--- config.mk ---
export PLATFORM = sky130hd
export DESIGN_NAME = multicycle_control_flat
export DESIGN_NICKNAME = d
export VERILOG_FILES = /design/src/rtl/multicycle_control_if.sv /design/src/rtl/multicycle_control.sv /design/src/flat_wrapper.sv
export SDC_FILE = /design/constraint.sdc
export NUM_CORES = 1
export LEC_CHECK = 0
export BUFFER_PORTS_ARGS = -buffer_cell sky130_fd_sc_hd__buf_2
export CORE_MARGIN = 5
export CORE_UTILIZATION = 37
export DETAILED_ROUTE_END_ITERATION = 7
export PLACE_DENSITY = 0.67
export RECOVER_POWER = 100
export SYNTH_ARGS = -nofsm -noshare
export SYNTH_HDL_FRONTEND = slang
export SYNTH_SLANG_ARGS = --single-unit
--- constraint.sdc ---
create_clock -name clk -period 2.4 [get_ports clk]
set_input_delay 0.12 -clock clk [delete_from_list [all_inputs] [get_ports clk]]
set_output_delay 0.12 -clock clk [all_outputs]
set_load 0.05 [all_outputs]
--- src/rtl/multicycle_control_if.sv ---
// Control/datapath bundle for the multicycle MIPS main control FSM.
// The master side is the control FSM; the slave side is the datapath and memory.
interface multicycle_control_if;
    logic [5:0]  opcode;
    logic        zero;
    logic        memReady;
    logic [1:0]  aluOp;
    logic        aluSrcA;
    logic [1:0]  aluSrcB;
    logic        memRead;
    logic        memWrite;
    logic        iorD;
    logic        irWrite;
    logic        pcWrite;
    logic [1:0]  pcSource;
    logic        regWrite;
    logic        regDst;
    logic        memToReg;
    logic        illegalOp;
    logic [3:0]  state;
    logic [31:0] retired;

    modport master (
        input  opcode, zero, memReady,
        output aluOp, aluSrcA, aluSrcB, memRead, memWrite, iorD, irWrite,
               pcWrite, pcSource, regWrite, regDst, memToReg, illegalOp,
               state, retired
    );

    modport slave (
        output opcode, zero, memReady,
        input  aluOp, aluSrcA, aluSrcB, memRead, memWrite, iorD, irWrite,
               pcWrite, pcSource, regWrite, regDst, memToReg, illegalOp,
               state, retired
    );
endinterface

--- src/rtl/multicycle_control.sv ---
// Main control FSM of the multicycle MIPS core with retired-instruction counter.
// Define MULTICYCLE_JUMP_EN to compile in the JUMP state (opcode 0x02).
module multicycle_control (
    input logic clk,
    input logic reset,
    multicycle_control_if.master bus
);

    localparam logic [3:0] FETCH     = 4'd0;
    localparam logic [3:0] DECODE    = 4'd1;
    localparam logic [3:0] MEM_ADDR  = 4'd2;
    localparam logic [3:0] MEM_READ  = 4'd3;
    localparam logic [3:0] MEM_WB    = 4'd4;
    localparam logic [3:0] MEM_WRITE = 4'd5;
    localparam logic [3:0] EXEC_R    = 4'd6;
    localparam logic [3:0] R_WB      = 4'd7;
    localparam logic [3:0] EXEC_I    = 4'd8;
    localparam logic [3:0] I_WB      = 4'd9;
    localparam logic [3:0] BRANCH    = 4'd10;
`ifdef MULTICYCLE_JUMP_EN
    localparam logic [3:0] JUMP      = 4'd11;
`endif

    logic [3:0]  state;
    logic [3:0]  nextState;
    logic        retire;
    logic [31:0] retired;

    logic [1:0]  aluOp;
    logic        aluSrcA;
    logic [1:0]  aluSrcB;
    logic        memRead;
    logic        memWrite;
    logic        iorD;
    logic        irWrite;
    logic        pcWrite;
    logic [1:0]  pcSource;
    logic        regWrite;
    logic        regDst;
    logic        memToReg;
    logic        illegalOp;

    // Outputs stay at their zero defaults while reset is low, even though state reads FETCH.
    always_comb begin
        nextState = FETCH;
        retire    = 1'b0;
        aluOp     = 2'd0;
        aluSrcA   = 1'b0;
        aluSrcB   = 2'd0;
        memRead   = 1'b0;
        memWrite  = 1'b0;
        iorD      = 1'b0;
        irWrite   = 1'b0;
        pcWrite   = 1'b0;
        pcSource  = 2'd0;
        regWrite  = 1'b0;
        regDst    = 1'b0;
        memToReg  = 1'b0;
        illegalOp = 1'b0;
        if (reset) begin
            case (state)
                FETCH: begin
                    memRead = 1'b1;
                    aluSrcB = 2'd1;
                    aluOp   = 2'd2;
                    if (bus.memReady) begin
                        irWrite   = 1'b1;
                        pcWrite   = 1'b1;
                        nextState = DECODE;
                    end else begin
                        nextState = FETCH;
                    end
                end
                DECODE: begin
                    aluSrcB = 2'd3;
                    aluOp   = 2'd2;
                    case (bus.opcode)
                        6'h00:        nextState = EXEC_R;
                        6'h08:        nextState = EXEC_I;
                        6'h23, 6'h2B: nextState = MEM_ADDR;
                        6'h04, 6'h05: nextState = BRANCH;
`ifdef MULTICYCLE_JUMP_EN
                        6'h02:        nextState = JUMP;
`endif
                        default: begin
                            nextState = FETCH;
                            illegalOp = 1'b1;
                        end
                    endcase
                end
                MEM_ADDR: begin
                    aluSrcA   = 1'b1;
                    aluSrcB   = 2'd2;
                    aluOp     = 2'd2;
                    nextState = (bus.opcode == 6'h23) ? MEM_READ : MEM_WRITE;
                end
                MEM_READ: begin
                    memRead   = 1'b1;
                    iorD      = 1'b1;
                    nextState = bus.memReady ? MEM_WB : MEM_READ;
                end
                MEM_WB: begin
                    regWrite = 1'b1;
                    memToReg = 1'b1;
                    retire   = 1'b1;
                end
                MEM_WRITE: begin
                    memWrite  = 1'b1;
                    iorD      = 1'b1;
                    nextState = bus.memReady ? FETCH : MEM_WRITE;
                    retire    = bus.memReady;
                end
                EXEC_R: begin
                    aluSrcA   = 1'b1;
                    aluOp     = 2'd1;
                    nextState = R_WB;
                end
                R_WB: begin
                    regWrite = 1'b1;
                    regDst   = 1'b1;
                    retire   = 1'b1;
                end
                EXEC_I: begin
                    aluSrcA   = 1'b1;
                    aluSrcB   = 2'd2;
                    aluOp     = 2'd2;
                    nextState = I_WB;
                end
                I_WB: begin
                    regWrite = 1'b1;
                    retire   = 1'b1;
                end
                BRANCH: begin
                    aluSrcA  = 1'b1;
                    aluOp    = 2'd3;
                    pcSource = 2'd1;
                    pcWrite  = (bus.opcode == 6'h05) ? ~bus.zero : bus.zero;
                    retire   = 1'b1;
                end
`ifdef MULTICYCLE_JUMP_EN
                JUMP: begin
                    pcWrite  = 1'b1;
                    pcSource = 2'd2;
                    retire   = 1'b1;
                end
`endif
                default: nextState = FETCH;
            endcase
        end
    end

    // Every retiring state hands over to FETCH, so retire marks a completed instruction.
    always_ff @(posedge clk or negedge reset) begin
        if (!reset) begin
            state   <= FETCH;
            retired <= 32'd0;
        end else begin
            state <= nextState;
            if (retire) begin
                retired <= retired + 32'd1;
            end
        end
    end

    assign bus.aluOp     = aluOp;
    assign bus.aluSrcA   = aluSrcA;
    assign bus.aluSrcB   = aluSrcB;
    assign bus.memRead   = memRead;
    assign bus.memWrite  = memWrite;
    assign bus.iorD      = iorD;
    assign bus.irWrite   = irWrite;
    assign bus.pcWrite   = pcWrite;
    assign bus.pcSource  = pcSource;
    assign bus.regWrite  = regWrite;
    assign bus.regDst    = regDst;
    assign bus.memToReg  = memToReg;
    assign bus.illegalOp = illegalOp;
    assign bus.state     = state;
    assign bus.retired   = retired;

endmodule

--- src/flat_wrapper.sv ---
// flat-port wrapper written by rule: the top's interface ports become plain ports
module multicycle_control_flat 
  (clk, reset, bus_opcode, bus_zero, bus_memReady, bus_aluOp, bus_aluSrcA, bus_aluSrcB, bus_memRead, bus_memWrite, bus_iorD, bus_irWrite, bus_pcWrite, bus_pcSource, bus_regWrite, bus_regDst, bus_memToReg, bus_illegalOp, bus_state, bus_retired);
  multicycle_control_if bus_i ();
  input logic clk;
  input logic reset;
  input wire logic [$bits(bus_i.opcode)-1:0] bus_opcode;
  input wire logic [$bits(bus_i.zero)-1:0] bus_zero;
  input wire logic [$bits(bus_i.memReady)-1:0] bus_memReady;
  output wire logic [$bits(bus_i.aluOp)-1:0] bus_aluOp;
  output wire logic [$bits(bus_i.aluSrcA)-1:0] bus_aluSrcA;
  output wire logic [$bits(bus_i.aluSrcB)-1:0] bus_aluSrcB;
  output wire logic [$bits(bus_i.memRead)-1:0] bus_memRead;
  output wire logic [$bits(bus_i.memWrite)-1:0] bus_memWrite;
  output wire logic [$bits(bus_i.iorD)-1:0] bus_iorD;
  output wire logic [$bits(bus_i.irWrite)-1:0] bus_irWrite;
  output wire logic [$bits(bus_i.pcWrite)-1:0] bus_pcWrite;
  output wire logic [$bits(bus_i.pcSource)-1:0] bus_pcSource;
  output wire logic [$bits(bus_i.regWrite)-1:0] bus_regWrite;
  output wire logic [$bits(bus_i.regDst)-1:0] bus_regDst;
  output wire logic [$bits(bus_i.memToReg)-1:0] bus_memToReg;
  output wire logic [$bits(bus_i.illegalOp)-1:0] bus_illegalOp;
  output wire logic [$bits(bus_i.state)-1:0] bus_state;
  output wire logic [$bits(bus_i.retired)-1:0] bus_retired;
  assign bus_i.opcode = bus_opcode;
  assign bus_i.zero = bus_zero;
  assign bus_i.memReady = bus_memReady;
  assign bus_aluOp = bus_i.aluOp;
  assign bus_aluSrcA = bus_i.aluSrcA;
  assign bus_aluSrcB = bus_i.aluSrcB;
  assign bus_memRead = bus_i.memRead;
  assign bus_memWrite = bus_i.memWrite;
  assign bus_iorD = bus_i.iorD;
  assign bus_irWrite = bus_i.irWrite;
  assign bus_pcWrite = bus_i.pcWrite;
  assign bus_pcSource = bus_i.pcSource;
  assign bus_regWrite = bus_i.regWrite;
  assign bus_regDst = bus_i.regDst;
  assign bus_memToReg = bus_i.memToReg;
  assign bus_illegalOp = bus_i.illegalOp;
  assign bus_state = bus_i.state;
  assign bus_retired = bus_i.retired;
  multicycle_control u_core (.clk(clk), .reset(reset), .bus(bus_i));
endmodule
==> impl_metrics.tcl <==
set metrics [dict create \
    synth_cell_types 42 \
    seqPwrFrac_pct 44.5 \
    multi_input_area_sq_um 1150 \
    synth.area.mux_share_pct 0 \
    irDropWorstVdd_uv 339 \
    netlist_instances 234 \
    final_core_utilization_pct 46.7 \
    yosysSeqAreaShare_pct 42.8 \
    combinationalPowerShare_pct 20.9 \
    path_class "register to output pin" \
    pwr-share-clk_pct 34.6 \
    status "finished clean" \
    wl_met1_microns 2380 \
    vias 1940 \
    maxSlewViolCount 0 \
    antenna_found_initial 0 \
    synth_nets 245 \
    hold_viol_final 0 \
    drv_cap 0 \
    min_period_over_period_pct 89.2 \
    synthSimpleGateAreaFrac_pct 31.7 \
    final-setup-viol-count 0 \
    yosys.area_share.adder_pct 0.594 \
    stdcell_count 372 \
    place_ws_ns 0.424 \
    fin_skew_ns 0.00852 \
    max_slew.worst_pin.slew_ns 0.760 \
    ant_nets 0 \
    grt_pass1_wl_microns 8840 \
    grt_use_total_pct 14.8 \
    syn-cell-area_sq_um 2110 \
    synth_edf_count 0 \
    synth-xor-area-share_pct 13.7 \
    wl_met2_microns 2490 \
    top_layer "met4" \
    core_sq_um 5510 \
    dp.cells 363 \
    r2r-start "u_core.bus.retired[0]" \
    synth-seq-cells 36 \
    grt_max_degree 31 \
    numCtsBuffers 5 \
    gp_congestion 0.879 \
    cts_tree "yes" \
    fmax_mhz 467 \
    fillCellCount 583 \
    layout_common_cells "47 x clkbuf_1, 36 x dfrtp_1, 28 x nand2_1" \
    regArea_sq_um 901 \
    synth_top_family_by_area "simple AND/OR/NAND/NOR gates" \
    dp_hpwl_microns 4010 \
    grt_pass1_vias 1838 \
    final_common_cell "clkbuf_1" \
    totalWireLength_microns 5290 \
    grt_overflow 0 \
    path_max_fanout 13 \
    num_rows 27 \
    synth_compound_area_share_pct 8.08 \
    hold_class "input pin to register" \
    nets 310 \
    drc 0 \
    setup_slack_ns 0.259 \
    die_y_microns 85.4 \
    root_buffer "clkbuf_8" \
    port_buffers 60 \
    grt_setup_unrepaired "no" \
    maxSlewHeadroom_pct 49.3 \
    area_delta_synth_final_pct 22.1 \
    cp.required_ns 2.28 \
    initial_core_util_pct 38.2 \
    critical_path.startpoint "u_core.bus.state[1]" \
    cts_sinks 36 \
    fp.dieW_microns 85.4 \
    p_leak_nw 1.17 \
    cts-resized-gates 0 \
    antenna_cells 0 \
    cell_internal_pwr_mw 1.02 \
    p_sw_uw 525 \
    yosys_warnings 0 \
    powerDensity_nw_per_um2 601 \
    io_pins 62 \
    crit_end "bus_memRead" \
    firstDrtPassIters 4 \
    r2r-end "u_core.bus.retired[24]" \
    swShare_pct 34.0 \
    drive_gt1_share_pct 13.7 \
    cp-start-kind "register" \
    async_reset_ff_share_pct 100 \
    ctsHtreeMaxLevel 2 \
    drt_iter0_markers 96 \
    r2r_cells 6 \
    arrival_ns 2.02 \
    dieArea_sq_um 7300 \
    drt-wirelength-per-cell_microns 14.2 \
    fin_crit_ns 2.14 \
    reg2reg_slack_ns 0.39 \
    insertion_delay_ns 0.29 \
    wl_met3_microns 359 \
    cts.clk_slew.worst_paths_ns 0.07 \
    viasPerCell 5.22 \
    ys.flop_type "dfrtp_1" \
    avgSynthCellArea_sq_um 9.00 \
    cp-end-kind "output pin" \
    clock_path_buffers 2 \
]
## power by group through the flow
stage	clock [mW]	combinational [mW]	sequential [mW]
2_1_floorplan	0	0.125	0.809
3_3_place_gp	0	0.331	0.694
3_5_place_dp	0	0.333	0.697
4_1_cts	0.546	0.337	0.685
5_1_grt	0.573	0.347	0.693
6_report	0.534	0.323	0.686
## state kept, by name, indices dropped and copies added (netlist names)
register	cells
u_core.bus.retired	32
u_core.bus.state	4
## synth_stat cells, drive strengths merged (6+ instances only)
cell    number  share of area (%)
a21oi        8                1.9
clkbuf       6                1.1
dfrtp       36                 43
inv          6                1.1
nand2       28                5.0
nand3       12                3.4
nand4        7                3.0
nor2        21                3.7
nor2b        6                1.8
nor3        19                4.8
nor4         7                2.1
xnor2       12                5.0
xor2        21                8.7
## per-stage QoR
stage | setup TNS [ns] | area, sq um | power (mW) | hold WS [ns]
floorplan | -0.325 | 2120 | 0.934 | -0.176
global placement | 0 | 2520 | 1.02 | 0.0440
global route | 0 | 2570 | 1.61 | 0.209
finish | 0 | 2570 | 1.54 | 0.161
CTS | 0 | 2640 | 1.57 | 0.156
detailed placement | 0 | 2520 | 1.03 | 0.0436
## what timing repair did
item,4_1_cts,5_1_grt
buffers inserted,0,0
hold buffers,1,0
hold endpoints to repair,6,0
## routing by layer
layer	vias up	GRT usage [%]
li1	949	-
met1	923	18.9
met2	61	24.5
met3	7	4.37
met4	0	3.88
met5	-	0
## worst min path at each step
| stage | start | endpoint | slack [ns] | cells past startpoint |
|---|---|---|---|---|
| finish | bus_opcode[4] | u_core.bus.state[1] | 0.16 | 4 |
| global route | bus_opcode[4] | u_core.bus.state[1] | 0.21 | 4 |
| CTS | bus_opcode[4] | u_core.bus.state[1] | 0.16 | 4 |
| detailed placement | reset | u_core.bus.retired[8] | 0.04 | 1 |
| global placement | reset | u_core.bus.state[2] | 0.04 | 1 |
| floorplan | reset | u_core.bus.retired[0] | -0.18 | 0 |
## final cells by class
cell class | count | area share [%]
timing repair buffer | 67 | 11.3
multi-input combinational | 183 | 44.9
tap | 72 | 3.50
clock inverter | 3 | 1.65
sequential | 36 | 35.0
clock buffer | 5 | 2.68
inverter | 6 | 0.876
## cell families (layout without fill, tap and decap cells)
logic type	Yosys count	in the layout
buffers and inverters	15	81
flip-flops	36	36
adder cells (fa/ha/maj)	1	1
AND/OR/NAND/NOR	123	123
other	1	1
XOR/XNOR	33	33
AO/OA/AOI/OAI	25	25
## worst max-delay path: stages, from the launching register on
cell and delay [ns]:
dfrtp_1 0.62, clkbuf_1 0.35, nand2b_1 0.30, and3_1 0.20, clkbuf_2 0.27
Power figures use the tool's default switching activity.
